File: config.mk
export PLATFORM = sky130hd
export DESIGN_NAME = confreg_input_flat
export DESIGN_NICKNAME = d
export VERILOG_FILES = /design/src/rtl/confreg_input_pkg.sv /design/src/rtl/confreg_input_if.sv /design/src/rtl/confreg_input_sync_db.sv /design/src/rtl/confreg_input.sv /design/src/flat_wrapper.sv
export SDC_FILE = /design/constraint.sdc
export NUM_CORES = 1
export LEC_CHECK = 0
export CORE_MARGIN = 2
export CORE_UTILIZATION = 38
export DETAILED_ROUTE_END_ITERATION = 8
export DONT_BUFFER_PORTS = 1
export GPL_ROUTABILITY_DRIVEN = 0
export PLACE_DENSITY_LB_ADDON = 0.25
export SETUP_SLACK_MARGIN = 0.15
export SYNTH_ARGS = -nofsm -noshare
export SYNTH_HDL_FRONTEND = slang
export SYNTH_SLANG_ARGS = --single-unit
File: constraint.sdc
create_clock -name clk -period 4.9 [get_ports clk]
set_input_delay 0.49 -clock clk [delete_from_list [all_inputs] [get_ports clk]]
set_output_delay 0.49 -clock clk [all_outputs]
set_load 0.03 [all_outputs]
File: src/rtl/confreg_input_pkg.sv
// Shared peripheral address map and register-select decode for the board-input register block.
package confreg_input_pkg;

  localparam logic [15:0] SW_ADDR    = 16'hf010;
  localparam logic [15:0] BTN_ADDR   = 16'hf020;
  localparam logic [15:0] EVT_ADDR   = 16'hf024;
  localparam logic [15:0] IMASK_ADDR = 16'hf028;

  typedef enum logic [2:0] {
    SEL_NONE  = 3'd0,
    SEL_SW    = 3'd1,
    SEL_BTN   = 3'd2,
    SEL_EVT   = 3'd3,
    SEL_IMASK = 3'd4
  } reg_sel_e;

  function automatic reg_sel_e decode_addr(input logic [15:0] addr);
    reg_sel_e sel;
    case (addr)
      SW_ADDR:    sel = SEL_SW;
      BTN_ADDR:   sel = SEL_BTN;
      EVT_ADDR:   sel = SEL_EVT;
      IMASK_ADDR: sel = SEL_IMASK;
      default:    sel = SEL_NONE;
    endcase
    return sel;
  endfunction

endpackage

File: src/rtl/confreg_input_if.sv
// conf_* peripheral bus: the CPU bridge is the master, register blocks are slaves.
interface confreg_input_if;

  logic        conf_en;
  logic [3:0]  conf_wen;
  logic [31:0] conf_addr;
  logic [31:0] conf_wdata;
  logic [31:0] conf_rdata;

  modport master (
    output conf_en, conf_wen, conf_addr, conf_wdata,
    input  conf_rdata
  );

  modport slave (
    input  conf_en, conf_wen, conf_addr, conf_wdata,
    output conf_rdata
  );

endinterface

File: src/rtl/confreg_input_sync_db.sv
// Two-flop synchronizer followed by a tick-sampled debouncer: a level is accepted
// into db only after it has been sampled identically on two consecutive ticks.
module input_sync_db #(
  parameter int W = 1
) (
  input  logic         clk,
  input  logic         reset,
  input  logic         i_tick,
  input  logic [W-1:0] i_raw,
  output logic [W-1:0] o_db
);

  logic [W-1:0] r_s1;
  logic [W-1:0] r_s2;
  logic [W-1:0] r_samp;
  logic [W-1:0] r_db;
  logic [W-1:0] w_agree;
  logic [W-1:0] w_db_nxt;

  // Bits whose new sample matches the previous one take the new level; the rest hold.
  always_comb begin
    w_agree  = ~(r_s2 ^ r_samp);
    w_db_nxt = (w_agree & r_s2) | (~w_agree & r_db);
  end

  always_ff @(posedge clk) begin
    if (reset) begin
      r_s1   <= '0;
      r_s2   <= '0;
      r_samp <= '0;
      r_db   <= '0;
    end else begin
      r_s1 <= i_raw;
      r_s2 <= r_s1;
      if (i_tick) begin
        r_samp <= r_s2;
        r_db   <= w_db_nxt;
      end
    end
  end

  assign o_db = r_db;

endmodule

File: src/rtl/confreg_input.sv
// Memory-mapped switch/button input register with debounce, sticky W1C press
// events and a masked level interrupt.
module confreg_input
  import confreg_input_pkg::*;
#(
  parameter int NSW       = 16,
  parameter int NBTN      = 5,
  parameter int DB_CYCLES = 500000
) (
  input  logic              clk,
  input  logic              reset,
  confreg_input_if.slave    conf,
  input  logic [NSW-1:0]    switch,
  input  logic [NBTN-1:0]   btn,
  output logic              btn_irq
);

  localparam int CW = $clog2(DB_CYCLES);

  logic [CW-1:0]   r_cnt;
  logic            w_tick;
  logic [NSW-1:0]  w_db_sw;
  logic [NBTN-1:0] w_db_btn;
  logic [NBTN-1:0] r_btn_prev;
  logic [NBTN-1:0] r_arm;
  logic [1:0]      r_warm;
  logic [NBTN-1:0] r_evt;
  logic [NBTN-1:0] r_imask;
  logic [31:0]     r_rdata;

  reg_sel_e        w_sel;
  logic            w_wr;
  logic            w_rd;
  logic [NBTN-1:0] w_evt_set;
  logic [NBTN-1:0] w_evt_clr;
  logic [NBTN-1:0] w_evt_nxt;
  logic [31:0]     w_sw_ext;
  logic [31:0]     w_btn_ext;
  logic [31:0]     w_evt_ext;
  logic [31:0]     w_imask_ext;
  logic [31:0]     w_rd_mux;
  logic            w_unused;

  assign w_tick = (r_cnt == CW'(DB_CYCLES - 1));

  always_ff @(posedge clk) begin
    if (reset) begin
      r_cnt <= '0;
    end else if (w_tick) begin
      r_cnt <= '0;
    end else begin
      r_cnt <= r_cnt + CW'(1);
    end
  end

  input_sync_db #(.W(NSW)) u_sw_db (
    .clk    (clk),
    .reset  (reset),
    .i_tick (w_tick),
    .i_raw  (switch),
    .o_db   (w_db_sw)
  );

  input_sync_db #(.W(NBTN)) u_btn_db (
    .clk    (clk),
    .reset  (reset),
    .i_tick (w_tick),
    .i_raw  (btn),
    .o_db   (w_db_btn)
  );

  // db only reflects two genuine post-reset samples from the fourth tick on, so a
  // button becomes armed for events once it has been seen released at that point.
  // This keeps a button held through reset from reporting a press.
  always_ff @(posedge clk) begin
    if (reset) begin
      r_warm     <= 2'd0;
      r_arm      <= '0;
      r_btn_prev <= '0;
    end else begin
      r_btn_prev <= w_db_btn;
      if (w_tick && (r_warm != 2'd3)) begin
        r_warm <= r_warm + 2'd1;
      end
      if (w_tick && (r_warm == 2'd3)) begin
        r_arm <= r_arm | ~w_db_btn;
      end
    end
  end

  always_comb begin
    w_sel     = decode_addr(conf.conf_addr[15:0]);
    w_wr      = conf.conf_en & (|conf.conf_wen);
    w_rd      = conf.conf_en & ~(|conf.conf_wen);
    w_evt_set = w_db_btn & ~r_btn_prev & r_arm;
    if (w_wr && (w_sel == SEL_EVT) && conf.conf_wen[0]) begin
      w_evt_clr = conf.conf_wdata[NBTN-1:0];
    end else begin
      w_evt_clr = '0;
    end
    // Set is OR-ed in after the clear so a same-cycle press survives the W1C.
    w_evt_nxt = w_evt_set | (r_evt & ~w_evt_clr);
  end

  always_comb begin
    w_sw_ext              = 32'd0;
    w_sw_ext[NSW-1:0]     = w_db_sw;
    w_btn_ext             = 32'd0;
    w_btn_ext[NBTN-1:0]   = w_db_btn;
    w_evt_ext             = 32'd0;
    w_evt_ext[NBTN-1:0]   = r_evt;
    w_imask_ext           = 32'd0;
    w_imask_ext[NBTN-1:0] = r_imask;
    case (w_sel)
      SEL_SW:    w_rd_mux = w_sw_ext;
      SEL_BTN:   w_rd_mux = w_btn_ext;
      SEL_EVT:   w_rd_mux = w_evt_ext;
      SEL_IMASK: w_rd_mux = w_imask_ext;
      default:   w_rd_mux = 32'd0;
    endcase
  end

  always_ff @(posedge clk) begin
    if (reset) begin
      r_evt   <= '0;
      r_imask <= '0;
      r_rdata <= 32'd0;
    end else begin
      r_evt <= w_evt_nxt;
      if (w_wr && (w_sel == SEL_IMASK)) begin
        r_imask <= conf.conf_wdata[NBTN-1:0];
      end
      if (w_rd) begin
        r_rdata <= w_rd_mux;
      end
    end
  end

  assign conf.conf_rdata = r_rdata;
  assign btn_irq         = |(r_evt & r_imask);

  assign w_unused = &{1'b0, conf.conf_addr[31:16], conf.conf_wdata};

endmodule

File: src/flat_wrapper.sv
// flat-port wrapper written by rule: the top's interface ports become plain ports
module confreg_input_flat import confreg_input_pkg::*;
#(
  parameter int NSW       = 16,
  parameter int NBTN      = 5,
  parameter int DB_CYCLES = 500000
)
  (clk, reset, switch, btn, btn_irq, conf_conf_en, conf_conf_wen, conf_conf_addr, conf_conf_wdata, conf_conf_rdata);
  confreg_input_if conf_i ();
  input  logic clk;
  input  logic reset;
  input  logic [NSW-1:0] switch;
  input  logic [NBTN-1:0] btn;
  output logic btn_irq;
  input wire logic [$bits(conf_i.conf_en)-1:0] conf_conf_en;
  input wire logic [$bits(conf_i.conf_wen)-1:0] conf_conf_wen;
  input wire logic [$bits(conf_i.conf_addr)-1:0] conf_conf_addr;
  input wire logic [$bits(conf_i.conf_wdata)-1:0] conf_conf_wdata;
  output wire logic [$bits(conf_i.conf_rdata)-1:0] conf_conf_rdata;
  assign conf_i.conf_en = conf_conf_en;
  assign conf_i.conf_wen = conf_conf_wen;
  assign conf_i.conf_addr = conf_conf_addr;
  assign conf_i.conf_wdata = conf_conf_wdata;
  assign conf_conf_rdata = conf_i.conf_rdata;
  confreg_input #(.NSW(NSW), .NBTN(NBTN), .DB_CYCLES(DB_CYCLES)) u_core (.clk(clk), .reset(reset), .conf(conf_i), .switch(switch), .btn(btn), .btn_irq(btn_irq));
endmodule
**Yosys cells after proc, flatten, opt, wreduce, memory -nomap -nowiden**

Cells that the tools add are included.

- Add/subtract/negate cells: 2
- $mul: 0
- Divide/modulo/power cells: 0
- Order comparisons: 0
- Equal/unequal tests: 11
- Shift-type cells: 0
- Mux-type cells: 3
- Bitwise gates (word level): 24
- Reductions and logical operators: 8

Operators by type and width:

| cell | count |
|---|---|
| 16-bit equality test (second input constant) | 4 |
| 16-bit case mux with 4 select lines | 1 |
| 16-bit AND | 2 |
| 16-bit NOT | 2 |
| 5-bit AND | 6 |
| 5-bit NOT | 5 |
| 19-bit by 1-bit adder with 19-bit output (second input constant) | 1 |
| 19-bit equality test (second input constant) | 1 |
| 16-bit OR | 1 |
| 16-bit XOR | 1 |
| 5-bit OR | 3 |
| 3-bit case mux with 4 select lines | 1 |
| 3-bit by 2-bit equality test with 1-bit output (second input constant) | 2 |
| 1-bit logical AND | 5 |
| 5-bit two-way mux | 1 |
| 5-bit OR reduction | 1 |
| 5-bit XOR | 1 |
| 4-bit OR reduction | 1 |
| 3-bit by 1-bit equality test with 1-bit output (second input constant) | 1 |
| 3-bit equality test (second input constant) | 1 |
| 2-bit by 1-bit adder with 2-bit output (second input constant) | 1 |
| 1-bit AND | 2 |
| 2-bit equality test (second input constant) | 1 |
| 2-bit != test (second input constant) | 1 |
| 2 further kinds | 2 |

- Register bits: 157
- Bits in latches: 0
- RAM bits: 0
- Memory bits (read-only): 0
- Bits of input ports: 92
- Output and inout port bits: 33
- Memories: 0

**Depth between registers and ports, before layout**

Gate-level depths: netlist (run 1).

- Depth in word-level cells: 9
- Gate-level depth with buffers: 7
- Mapped depth without buffers: 6

**Cells and area by module**

A second synthesis (run 1) with hierarchy kept.

- Cells, all modules: 603
- Area, all modules: 5870.6 µm²

By module, submodules not included:

| module | times used | cells an instance | area an instance (µm²) |
|---|---|---|---|
| confreg_input | 1 | 313 | 2698.8 |
| input_sync_db at u_core.u_sw_db | 1 | 222 | 2423.6 |
| input_sync_db at u_core.u_btn_db | 1 | 68 | 748.2 |

**Least setup slack after synthesis (run 1)**

OpenSTA, ideal clock, no wires.

- Kind: in2reg
- From: input port conf_conf_addr[1]
- To: register u_core.r_rdata[10], in the netlist u_core.conf.conf_rdata[10]
- Library setup time: 0.070 ns
- Arrival time: 2.029 ns
- Required time: 4.830 ns
- Setup slack: 2.800 ns
- Stages on the path: 6
- Buffers on the path: 1
- Cell sequence: or4_4 > a211oi_4 > nor3b_4 > buf_6 > nand3_1 > a21oi_1

- Longest elaborated chain between the ends: 4
- Elaborated cells between the ends (all ways): 10

Ends and longest elaborated chain:

| element | RTL line | RTL |
|---|---|---|
| start: declaration | flat_wrapper.sv:17 | `input wire logic [$bits(conf_i.conf_addr)-1:0] conf_conf_addr;` |
| 16-bit equality test | confreg_input_pkg.sv:19 | `case (addr)` |
| 3-bit case mux with 4 select lines * | confreg_input_pkg.sv:19 |  |
| 3-bit equality test, or another cell as far along | confreg_input.sv:114 | `case (w_sel)` |
| 16-bit case mux with 4 select lines * | confreg_input.sv:114 |  |
| end signal: assignment | confreg_input.sv:134 | `r_rdata <= w_rd_mux;` |
| end: declaration | confreg_input.sv:29 | `logic [31:0] r_rdata;` |

Every way passes the cells marked *; elsewhere a longest branch is shown, timed or not.
A chain may end at the register's enable or synchronous reset.

**Final worst setup path (run 1)**

- From: register u_core.r_cnt[0]
- To: register u_core.r_cnt[12]

- Longest elaborated chain between the ends: 2
- Elaborated cells between the ends (all ways): 3

Ends and longest elaborated chain:

| element | RTL line | RTL |
|---|---|---|
| start: declaration | confreg_input.sv:20 | `logic [CW-1:0] r_cnt;` |
| start signal: assignment | confreg_input.sv:52 | `r_cnt <= r_cnt + CW'(1);` |
| parallel branches: the longest is 2 deep, another holds 19-bit by 1-bit adder with 19-bit output | -- |  |

Parallel ways; which one is timed is not known.

==> metrics.md, run 1 <==
| Metric | Value |
|---|---|
| Top cells by area, synth | `dfxtp_1, nand2_1, nor2b_1` |
| Setup violators final | `0` |
| Sequential element share of the synthesized area | `52.9%` |
| Synth top area share | `52.9%` |
| Share of layout cells above drive strength 1 | `7.53%` |
| Fillers | `1346` |
| Max Cap Violations | `0` |
| Worst Hold Class | `in2reg` |
| Antenna violations before repair | `0` |
| Hold Fails Final Rpt | `0` |
| Status | `completed` |
| Final antenna-violating net count | `0` |
| Power Dens Cells | `431 mW/mm^2` |
| Diodes inserted | `0` |
| Gate Count Post-Synth | `594` |
| EDFF count, synth | `0` |
| GRT Overall Usage | `14.6%` |
| Die area | `0.0150 sq mm` |
| Resized cells post-CTS | `0` |
| Clock network power share | `53.3%` |
| Largest net degree at the start of global routing | `121` |
| Reg clk slew, reported paths | `60 ps` |
| TritonCTS clock tree | `yes` |
| Worst EP arrival | `2720 ps` |
| 1st-pass router iterations | `4` |
| Drt wl/cell | `13.7 um` |
| Gate power share | `1.6%` |
| Core ar. | `0.0138 sq mm` |
| Ys async rst share | `0%` |
| Chip width | `123 um` |
| Worst-path maximum fanout | `44` |
| Initial Util | `38.6%` |
| Worst skew pair latency | `410 ps` |
| Critical Path Start Type | `flop` |
| Worst hold slack | `168 ps` |
| Post-Syn Area | `0.00534 sq mm` |
| Area grow syn2layout | `13.3%` |
| CTS Buf Count | `17` |
| DR iter-0 viols | `330` |
| CTS hold repair buffers | `0` |
| Vias in the first global route | `3414` |
| Switch share | `19.6%` |
| Clock sink count | `141` |
| Setup TNS after final layout | `0 ps` |
| Post-synth cell types | `45` |
| Final worst slack | `2460 ps` |
| Ys Warns | `0` |
| Period utilization | `49.8%` |
| Most common cell in the netlist | `dfxtp_1` |
| Commonest cells in the netlist | `dfxtp_1, nand2_1, nor2b_1` |
| Period minus WS final | `2440 ps` |
| First-pass GRT wire length | `16800 um` |
| Finished layout cell area | `0.00605 sq mm` |
| Post-synth top area cell | `dfxtp_1` |
| Final net count | `679` |
| Setup Skew | `6.72 ps` |
| DP Wirelength | `6910 um` |
| Ys flop type | `dfxtp_1` |
| Via count | `3904` |
| Io pins | `125` |
| CP Data Required Time | `5180 ps` |
| Syn Area/Cell | `8.99 sq um` |
| Psw | `511 uW` |
| Synth Register Bits | `141` |
| Root Buffer | `clkbuf_16` |
| Clk buf depth | `2` |
| Site row count | `43` |
| Final core occ | `43.7%` |
| Sequential fraction of design power | `45.0%` |
| Final Max Tran Viols | `0` |
| Number of post-CTS setup repair buffers | `0` |
| Detailed Route WL | `10600 um` |
| Area of the multi-input gates | `0.00232 sq mm` |
| DR DRC count | `0` |
| Worst slew margin | `39.3%` |
| Max VDD drop | `0.235 mV` |
| P_int | `2100 uW` |
| Vias/cell | `5.02` |
| Leak | `0.00203 uW` |
| Gr ovfl total | `0` |
| Placed Area | `0.00539 sq mm` |
| Fmax | `0.410 GHz` |
| Die height | `123 um` |
| RSZ-0062 raised after global routing | `false` |
| Setup crit end kind | `flop` |
| Seq. cell area | `0.00282 sq mm` |
| Dpl ws | `2280 ps` |
| Worst Tran Pin Value | `903 ps` |
| Port-buffer cells | `0` |
| CP Class | `reg2reg` |
| H-tree levels | `4` |
path summary, 6_finish.rpt:
kind                            cells after the start  slack (ps)                      end                     from
worst min register to register                      1         440  u_core.u_sw_db.r_s2[12]  u_core.u_sw_db.r_s1[12]
worst max-delay path                                5        2460         u_core.r_cnt[12]          u_core.r_cnt[0]
worst max register to register                      5        2460         u_core.r_cnt[12]          u_core.r_cnt[0]
worst min-delay path                                1         170          u_core.r_cnt[2]                    reset
layer usage:
metal | up-vias | share of wire [%] | track usage, %
li1 | 1980 | - | -
met1 | 1802 | 52 | 20.5
met2 | 106 | 41 | 20.0
met3 | 16 | 5.7 | 4.97
met4 | 0 | 1.6 | 6.90
met5 | - | 0 | 0
cell usage in the layout (no fill, tap or decap), types with 5 or more instances in the layout:
master / n
inv_1: 6
nand3_1: 40
conb_1: 16
nand2_1: 103
dfxtp_1: 141
mux2i_1: 6
xnor2_1: 7
o21ai_0: 22
a31oi_1: 27
clkbuf_8: 5
mux2_2: 5
nor2b_1: 47
a21oi_1: 37
nor2_1: 40
clkbuf_16: 17
a22o_1: 5
xor2_1: 11
area by class of cell:
cell class / instances / share of cell area [%]
Inverter: 6 / 0.372
Sequential cell: 141 / 46.7
Timing Repair Buffer: 1 / 0.124
Tap cell: 180 / 3.72
Clock inverter: 9 / 2.59
Clock buffer: 23 / 8.23
Multi-Input combinational cell: 418 / 38.3
through the flow:
stage	std cells	power, uW
floorplan	609	1260
global placement	746	1240
detailed placement	746	1240
CTS	778	2640
global route	778	2700
finish	778	2610
cells by family (layout without fill, tap and decap cells):
family / count (synthesis) / in the layout / synth area share, %
flops: 141 / 141 / 52.9
other cells: 1 / 16 / 0.0702
compound gates: 103 / 103 / 11.9
xor+xnor: 18 / 18 / 2.95
mux: 11 / 11 / 2.18
buf+inv: 50 / 39 / 4.87
fa+ha+maj: 2 / 2 / 0.469
simple gates: 268 / 268 / 24.7
power by group through the flow:
stage	Clock, uW	Sequential (uW)	Combinational, uW
final	1390	1180	42.3
after global routing	1470	1180	46.7
after CTS	1420	1180	42.6
after detailed placement	0	1200	42.5
after global placement	0	1200	41.8
after floorplan	0	1200	60.9
worst max-delay path, cell delays in order (launching register included):
cell and delay (ps):
dfxtp_1 410, ha_1 260, nand4_1 270, or2_2 690
nand2_1 560, nor2_1 110
No activity file was read; power rests on OpenSTA's default activity.
==> run 2: changes to the inputs <==
clock period = 2.2 ns   (was 4.9 ns; I/O delays follow)
==> run 2 against run 1 <==
  * Total power is 110% higher
  * Design area up 8.1%
  * Clock skew about the same
  * Global-route usage increased by 1.2 points
  * Sequential share of layout area decreased by 3.5 points
  * Final cell count grew 6.9%
  * Via count is 6.1% higher
  * First-iteration DRC count is 3.3% higher
  * Register-to-register slack got worse by 2100 ps
  * Count of clock-buffer cells in the layout stayed put
  * Non-clock buffer count grew 56
  * Utilization increased by 3.5 points
  * Critical path type is now in2reg
  * Highest routed layer unchanged
==> metrics.md, run 2 (synthesis results as in run 1) <==
| Metric | Value |
|---|---|
| Critical Path Start Type | `primary input` |
| CP startpoint | `conf_conf_addr[1]` |
| DP Wirelength | `7040 um (+1.9%)` |
| CP Data Required Time | `2560 ps (-2620 ps)` |
| DR DRC count | `0 (unchanged)` |
| Sequential fraction of design power | `47.5% (+2.5 points)` |
| Psw | `1110 uW (+120%)` |
| P_int | `4400 uW (+110%)` |
| Power Dens Cells | `843 mW/mm^2 (+95%)` |
| CTS Buf Count | `17 (unchanged)` |
| Die area | `0.0150 sq mm (unchanged)` |
| Setup TNS after final layout | `0 ps (unchanged)` |
| Worst EP arrival | `2350 ps (-370 ps)` |
| Non-filler cells, final | `832 (+6.9%)` |
| Gr ovfl total | `0 (unchanged)` |
| Via count | `4141 (+6.1%)` |
| Worst Tran Pin Value | `675 ps (-228 ps)` |
| Commonest non-fill, non-tap cell in the layout | `dfxtp_1` |
| Gate power share | `3.0% (+1.4 points)` |
| Reg clk slew, reported paths | `60 ps (about the same)` |
| Period utilization | `90.5%` |
| Setup violators final | `0 (unchanged)` |
| Clk buf depth | `2 (unchanged)` |
| R2R depth | `6 (+1)` |
| Dpl ws | `232 ps (-2050 ps)` |
| Clock sink count | `141 (unchanged)` |
| Buffers & Inverters on Critical Path | `2 (+2)` |
| Root Buffer | `clkbuf_16` |
| Clock network power share | `49.5% (-3.8 points)` |
| Chip width | `123 um (unchanged)` |
| Port-buffer cells | `0 (unchanged)` |
| Core ar. | `0.0138 sq mm (unchanged)` |
| Number of cells on the critical path | `7 (+2)` |
| DR iter-0 viols | `341 (+3.3%)` |
| Status | `completed` |
| Setup Skew | `6.83 ps (+0.110 ps)` |
| Final antenna-violating net count | `0 (unchanged)` |
| CP Class | `in2reg` |
| Share of layout cells above drive strength 1 | `8.74% (+1.2 points)` |
| Worst skew pair latency | `410 ps (about the same)` |
| R2r startpoint | `u_core.r_cnt[17]` |
| Antenna violations before repair | `0 (unchanged)` |
| TritonCTS clock tree | `yes` |
| Worst Hold Class | `in2reg` |
| Final worst slack | `209 ps (-2250 ps)` |
| Placed insts | `753 (+0.94%)` |
| 1st-pass router iterations | `4 (unchanged)` |
| Vias in the first global route | `3708 (+8.6%)` |
| Hold Fails Final Rpt | `0 (unchanged)` |
| CP delay by family, top | `simple AND/OR/NAND/NOR gates` |
| Worst setup path end | `u_core.conf.conf_rdata[12]` |
| Leak | `0.00231 uW (+14%)` |
| Worst-path maximum fanout | `5 (-89%)` |
| Die height | `123 um (unchanged)` |
| Site row count | `43 (unchanged)` |
| Area grow syn2layout | `22.4%` |
| First-pass GRT wire length | `18200 um (+8.4%)` |
| Switch share | `20.1% (+0.55 points)` |
| Fmax | `0.502 GHz` |
| Most frequent cells in the layout | `dfxtp_1, nand2_1, nor2b_1, dlygate4sd3_1` |
| Final Max Tran Viols | `0 (unchanged)` |
| Largest net degree at the start of global routing | `97 (-20%)` |
| Vias/cell | `4.98 (-0.81%)` |
| Max Cap Violations | `0 (unchanged)` |
| Worst slew margin | `54.5% (+15 points)` |
| Diodes inserted | `0 (unchanged)` |
| RSZ-0062 raised after global routing | `true` |
| Worst path max stage delay | `550 ps (-140 ps)` |
| H-tree levels | `4 (unchanged)` |
| Drt wl/cell | `13.7 um (+0.29%)` |
| Period minus WS final | `1990 ps` |
| Io pins | `125 (unchanged)` |
| Detailed Route WL | `11400 um (+7.3%)` |
| R2R setup slack | `320 ps (-2140 ps)` |
| GRT Overall Usage | `15.8% (+1.2 points)` |
| Final net count | `735 (+8.2%)` |
| Initial Util | `38.6% (unchanged)` |
| Max VDD drop | `0.497 mV (+110%)` |
| Setup crit end kind | `flop` |
| Crit path cell chain | `or4_4 > a211oi_4 > nor3b_4 > buf_4 > nand3_1 > a21oi_1 > dlygate4sd3_1` |
| Worst path slowest cell | `dlygate4sd3_1` |
-- run 2: changes by cell type in the layout (fill, tap and decap cells not counted), sizes merged --
cell and delta:
clkinvlp -3, dlygate4sd3 +43, bufinv -2, buf +13
clkinv +3
-- run 2: area by class of cell --
class / count / area [sq um]
Timing Repair Buffer: 57 / 572
Clock buffer: 23 / 478
Tap cell: 180 / 225
Multi-Input combinational cell: 418 / 2330
Sequential cell: 141 / 2820
Fill cell: 1314 / 7290
Inverter: 6 / 22.5
Clock inverter: 7 / 88.8
-- run 2: metrics by stage --
stage               cell area (sq um)  hold slack, ps  total power (uW)  util (%)
finish                           6540            36.9              5510      47.3
global route                     6540            31.5              5710      47.3
floorplan                        5400             318              2800         -
CTS                              6480            9.76              5590      46.9
detailed placement               5460             311              2770      39.5
global placement                 5460             301              2770      39.5
-- run 2: repair_timing --
action,in CTS,in global routing
endpoints found under the setup margin,0,58
hold endpoints to repair,120,1
buffers inserted,0,4
gates resized for setup,0,5
hold buffers,44,1
-- run 2: power by group through the flow --
| stage | Clock, uW | Combinational [uW] | Sequential [uW] |
|---|---|---|---|
| after floorplan | 0 | 136 | 2660 |
| after global placement | 0 | 95.4 | 2670 |
| after detailed placement | 0 | 96.8 | 2670 |
| after CTS | 2810 | 163 | 2620 |
| after global routing | 2910 | 179 | 2620 |
| final | 2730 | 163 | 2620 |
-- run 2: worst register-to-register path, stage by stage, from the launching register on --
cell and delay, ps:
dfxtp_1 360, nor4bb_1 340, nand4_1 220, or2_2 330, buf_4 270, nand2_1 150, a31oi_1 80
-- run 2: worst min path at each step --
stage / start / endpoint / slack [ps] / depth (start not counted)
final: conf_conf_wdata[2] / u_core.r_evt[2] / 40 / 2
after floorplan: conf_conf_wdata[4] / u_core.r_evt[4] / 320 / 1
after detailed placement: reset / u_core.r_arm[1] / 310 / 1
after CTS: conf_conf_wdata[3] / u_core.r_evt[3] / 10 / 2
after global routing: conf_conf_wdata[2] / u_core.r_evt[2] / 30 / 2
after global placement: reset / u_core.u_btn_db.r_s1[1] / 300 / 1
-- run 2: per-layer routing --
metal  GRT usage, %  part of all wire [%]  vias to the layer above
li1               -                     -                     2104
met1           21.2                    50                     1921
met2           23.3                    43                      101
met3           4.88                   5.1                       15
met4           7.18                   1.7                        0
met5              0                     0                        -
==> patch 1: new RTL, config.mk and constraints of run 2 <==
`NSW` is set to 16 in 2 places; all go to 32.
--- a/src/rtl/confreg_input.sv
+++ b/src/rtl/confreg_input.sv
@@ -3,7 +3,7 @@
 module confreg_input
   import confreg_input_pkg::*;
 #(
-  parameter int NSW       = 16,
+  parameter int NSW       = 32,
   parameter int NBTN      = 5,
   parameter int DB_CYCLES = 500000
 ) (
--- a/src/flat_wrapper.sv
+++ b/src/flat_wrapper.sv
@@ -1,7 +1,7 @@
 // flat-port wrapper written by rule: the top's interface ports become plain ports
 module confreg_input_flat import confreg_input_pkg::*;
 #(
-  parameter int NSW       = 16,
+  parameter int NSW       = 32,
   parameter int NBTN      = 5,
   parameter int DB_CYCLES = 500000
 )
Ports: changed (resized switch); port bits go from 125 to 141. The function was not compared with the original's and may differ.
==> patch 1 against run 2 <==
Cell area is 61% higher. Worst setup slack worse by 0.028 ns. Wire length rose by 76%. Critical path depth shrank 1. Via count rose by 67%. Power increased by 53%. Synthesized area is 53% higher. Sequential cell count grew 80. Fmax fell by 1.4%. Largest power group is now registers. Highest routed layer unchanged.
==> patch 1: results (changes against run 2) <==
[global_route]
track_usage_pct=17.4  ; was 15.8%
use_met1_pct=23.5  ; was 21.2%
grt_use_met3_pct=2.76  ; was 4.88%
grt_pass1_vias=6548  ; was 3708

[clock_tree]
clk_latency_ns=0.51  ; was 0.41 ns
ctsResizeCount=4  ; was 0
cts_buffer_depth=3  ; was 2
cts.hold.buffers_added=112  ; was 44
numCtsBuffers=25  ; was 17

[setup_path]
r2r_slack_ns=0.20  ; was 0.32 ns
endpoint=u_core.conf.conf_rdata[31]  ; was u_core.conf.conf_rdata[12]
crit_fanout=32  ; was 5
slowest_stage=or4_1  ; was dlygate4sd3_1
r2r_cells=4  ; was 6

[yosys]
synth_cell_type_count=42  ; was 45
synthAdderAreaFrac_pct=0.307  ; was 0.469%
synthTopCellsByCount=221 x dfxtp_1, 115 x o21ai_0, 82 x nor2b_1  ; was 141 x dfxtp_1, 103 x nand2_1, 47 x nor2b_1

[status]
outcome=completed  ; unchanged

[pwr]
total_leakage_power_nw=3.69  ; was 2.31 nW
swShare_pct=20.1  ; about the same
vdd_ir_drop_max_v=0.000668  ; was 0.000497 V

[drt]
routed_via_density=5.37  ; was 4.98
drtPass1Iterations=5  ; was 4

[finish]
nets=1106  ; was 735
drive_gt1_share_pct=8.02  ; was 8.74%

[timing]
skew_ns=0.0157  ; was 0.00683 ns

[worst_hold_path]
holdCritStartpoint=reset  ; was conf_conf_wdata[2]

[place]
place_hpwl_um=11100  ; was 7040 um

[patch 1: changes by cell type in the layout (fill, tap and decap cells not counted), sizes merged, moves of 35 or more]
cell                run 2  this run
nor2b                  47        82
dfxtp                 141       221
o21ai                  22       115
dlygate4sd3            43       111
nand4                   4        49
a21oi                  37        77
nand2                 103        34
[patch 1: metrics by stage]
stage | instance area, sq um | instances | power [mW] | util [%] | hold slack (ns)
global placement | 8560 | 1132 | 4.29 | 40.7 | 0.304
detailed placement | 8560 | 1132 | 4.30 | 40.7 | 0.309
global route | 10500 | 1285 | 8.72 | 50.1 | 0.0529
CTS | 10500 | 1285 | 8.51 | 50.0 | 0.0310
finish | 10500 | 1285 | 8.41 | 50.1 | 0.0565
floorplan | 8160 | 896 | 4.31 | - | 0.348
[patch 1: layout make-up]
class,count,share of cell area (%)
clock buffer,36,6.90
clock inverter,5,0.784
inverter,14,0.499
multi-input combinational,591,32.6
sequential,221,42.0
tap,275,3.27
timing repair buffer,143,13.9
==> patch 2: new RTL, flow settings as in run 2 <==
Made on the original files. Register the input `switch` before use. The logic sees it one clock later. The other inputs are not delayed to match.
--- a/src/rtl/confreg_input.sv
+++ b/src/rtl/confreg_input.sv
@@ -16,6 +16,12 @@
 );
 
   localparam int CW = $clog2(DB_CYCLES);
+
+  logic [NSW-1:0] switch_q;
+
+  always_ff @(posedge clk) begin
+    switch_q <= switch;
+  end
 
   logic [CW-1:0]   r_cnt;
   logic            w_tick;
@@ -57,7 +63,7 @@
     .clk    (clk),
     .reset  (reset),
     .i_tick (w_tick),
-    .i_raw  (switch),
+    .i_raw  (switch_q),
     .o_db   (w_db_sw)
   );
 
Formal check against the unedited RTL: no difference found for any inputs over 10 cycles, from zero or initial values and one cycle with reset high; that may be too few to reach the edited logic, so the function may still have changed.
==> patch 2 against run 2 <==
Synthesized area is 12% higher. Cell area is 11% higher. Worst setup slack better by 0.056 ns. Wire length is 21% higher. Fmax is 2.9% higher. Power is 11% higher. Via count is 17% higher. Non-clock buffer count is 7 higher. Sequential cell count is 16 higher. Sequential share of layout area is 0.29 points higher. Largest cell class unchanged.
==> patch 2: results (changes against run 2) <==
[finish]
multi_input_area_sq_um=2540  ; was 2330 sq um
n_all_buffers=64  ; was 57
clock_buffers=18  ; was 23
inv_count=7  ; was 6
clkCellAreaFrac_pct=8.44  ; was 8.67%
regArea_sq_um=3140  ; was 2820 sq um
nets=767  ; was 735
fillers=1394  ; was 1314
drive_gt1_share_pct=8.45  ; was 8.74%
multi_input_gates=426  ; was 418

[global_route]
use_met1_pct=23.0  ; was 21.2%
grt_use_met2_pct=25.6  ; was 23.3%
grt_pass1_wl_um=22200  ; was 18200 um
grt_pass1_vias=4542  ; was 3708
track_usage_pct=16.9  ; was 15.8%
grt_use_met3_pct=4.46  ; was 4.88%

[worst_hold_path]
holdCritStartpoint=reset  ; was conf_conf_wdata[2]
min_path_type=primary input to register  ; unchanged

[drt]
met1Wirelength_um=6440  ; was 5680 um
routed-wl-met2_um=6160  ; was 4940 um
route.final.wire_length_um=13700  ; was 11400 um
drtPass1Iterations=7  ; was 4
wl_met3_um=1010  ; was 586 um

[setup_path]
crit_fanout=6  ; was 5
r2r_slack_ns=0.28  ; was 0.32 ns
critPathArrivalTime_ns=2.24  ; was 2.35 ns
cpPeakStageDelay_ns=0.62  ; was 0.55 ns
slowest_stage=or4_1  ; was dlygate4sd3_1
r2r_cells=5  ; was 6
endpoint=u_core.r_evt[1]  ; was u_core.conf.conf_rdata[12]
path_delay_family=simple AND/OR/NAND/NOR gates  ; unchanged

[timing]
worst_pin_slew_ns=0.650  ; was 0.675 ns
maxClockFrequency_mhz=517  ; was 502 MHz
skew_ns=0.00780  ; was 0.00683 ns

[yosys]
synth-seq-cells=157  ; was 141
seq_area_frac_synth_pct=52.6  ; was 52.9%
synthTopCellsByCount=157 x dfxtp_1, 73 x o21ai_0, 50 x a21oi_1  ; was 141 x dfxtp_1, 103 x nand2_1, 47 x nor2b_1
yosys_warnings=0  ; unchanged
synth_cell_type_count=47  ; was 45
synthArstFlopShare_pct=0  ; unchanged
ys_top_cells_by_area=dfxtp_1 53%, o21ai_0 6.1%, nor2b_1 4.6%, nand4_1 4.4%, a21oi_1 4.2%  ; was dfxtp_1 53%, nand2_1 7.2%, nor2b_1 5.5%, nand3_1 3.7%, a21oi_1 3.5%
synth_top_flop_cell=dfxtp_1  ; unchanged

[clock_tree]
h-tree-depth=4  ; unchanged
path_clk_slew_ns=0.06  ; about the same
cts.hold.buffers_added=48  ; was 44

[pwr]
p_comb_share_pct=3.4  ; was 3.0%
total_leakage_power_nw=2.50  ; was 2.31 nW
vdd_ir_drop_max_v=0.000668  ; was 0.000497 V
swShare_pct=21.7  ; was 20.1%
seqPwrFrac_pct=47.7  ; was 47.5%

[status]
outcome=completed  ; unchanged

[place]
preCtsSetupSlack_ns=0.199  ; was 0.232 ns
place_hpwl_um=8480  ; was 7040 um

patch 2: cell types whose count changed after synthesis, moves of 6 or more:
cell	run 2	this run
o21ai_0	22	73
a21oi_1	37	50
clkbuf_1	22	34
nand2_1	103	18
dfxtp_1	141	157
nand4_1	4	42
nor2_1	41	24
o31ai_1	0	8
mux2i_1	6	0
a31oi_1	27	21
patch 2: per-stage QoR:
stage	instances	hold slack (ns)	instance area, sq um	power, mW	util (%)
floorplan	651	0.248	6030	3.13	-
global placement	817	0.248	6110	3.10	40.1
detailed placement	817	0.248	6110	3.10	40.1
CTS	897	0.000260	7220	6.18	47.3
global route	897	0.0335	7230	6.32	47.4
finish	897	0.0239	7230	6.13	47.4
patch 2: cell families after synthesis:
logic type / share of synthesized area (%)
AOI/OAI and AO/OA: 17.6
DFF: 52.6
other: 0.0628
xor gates and xnor gates: 1.61
adders and majority gates: 0.419
buffers and inverters: 6.07
and+or+nand+nor: 21.7
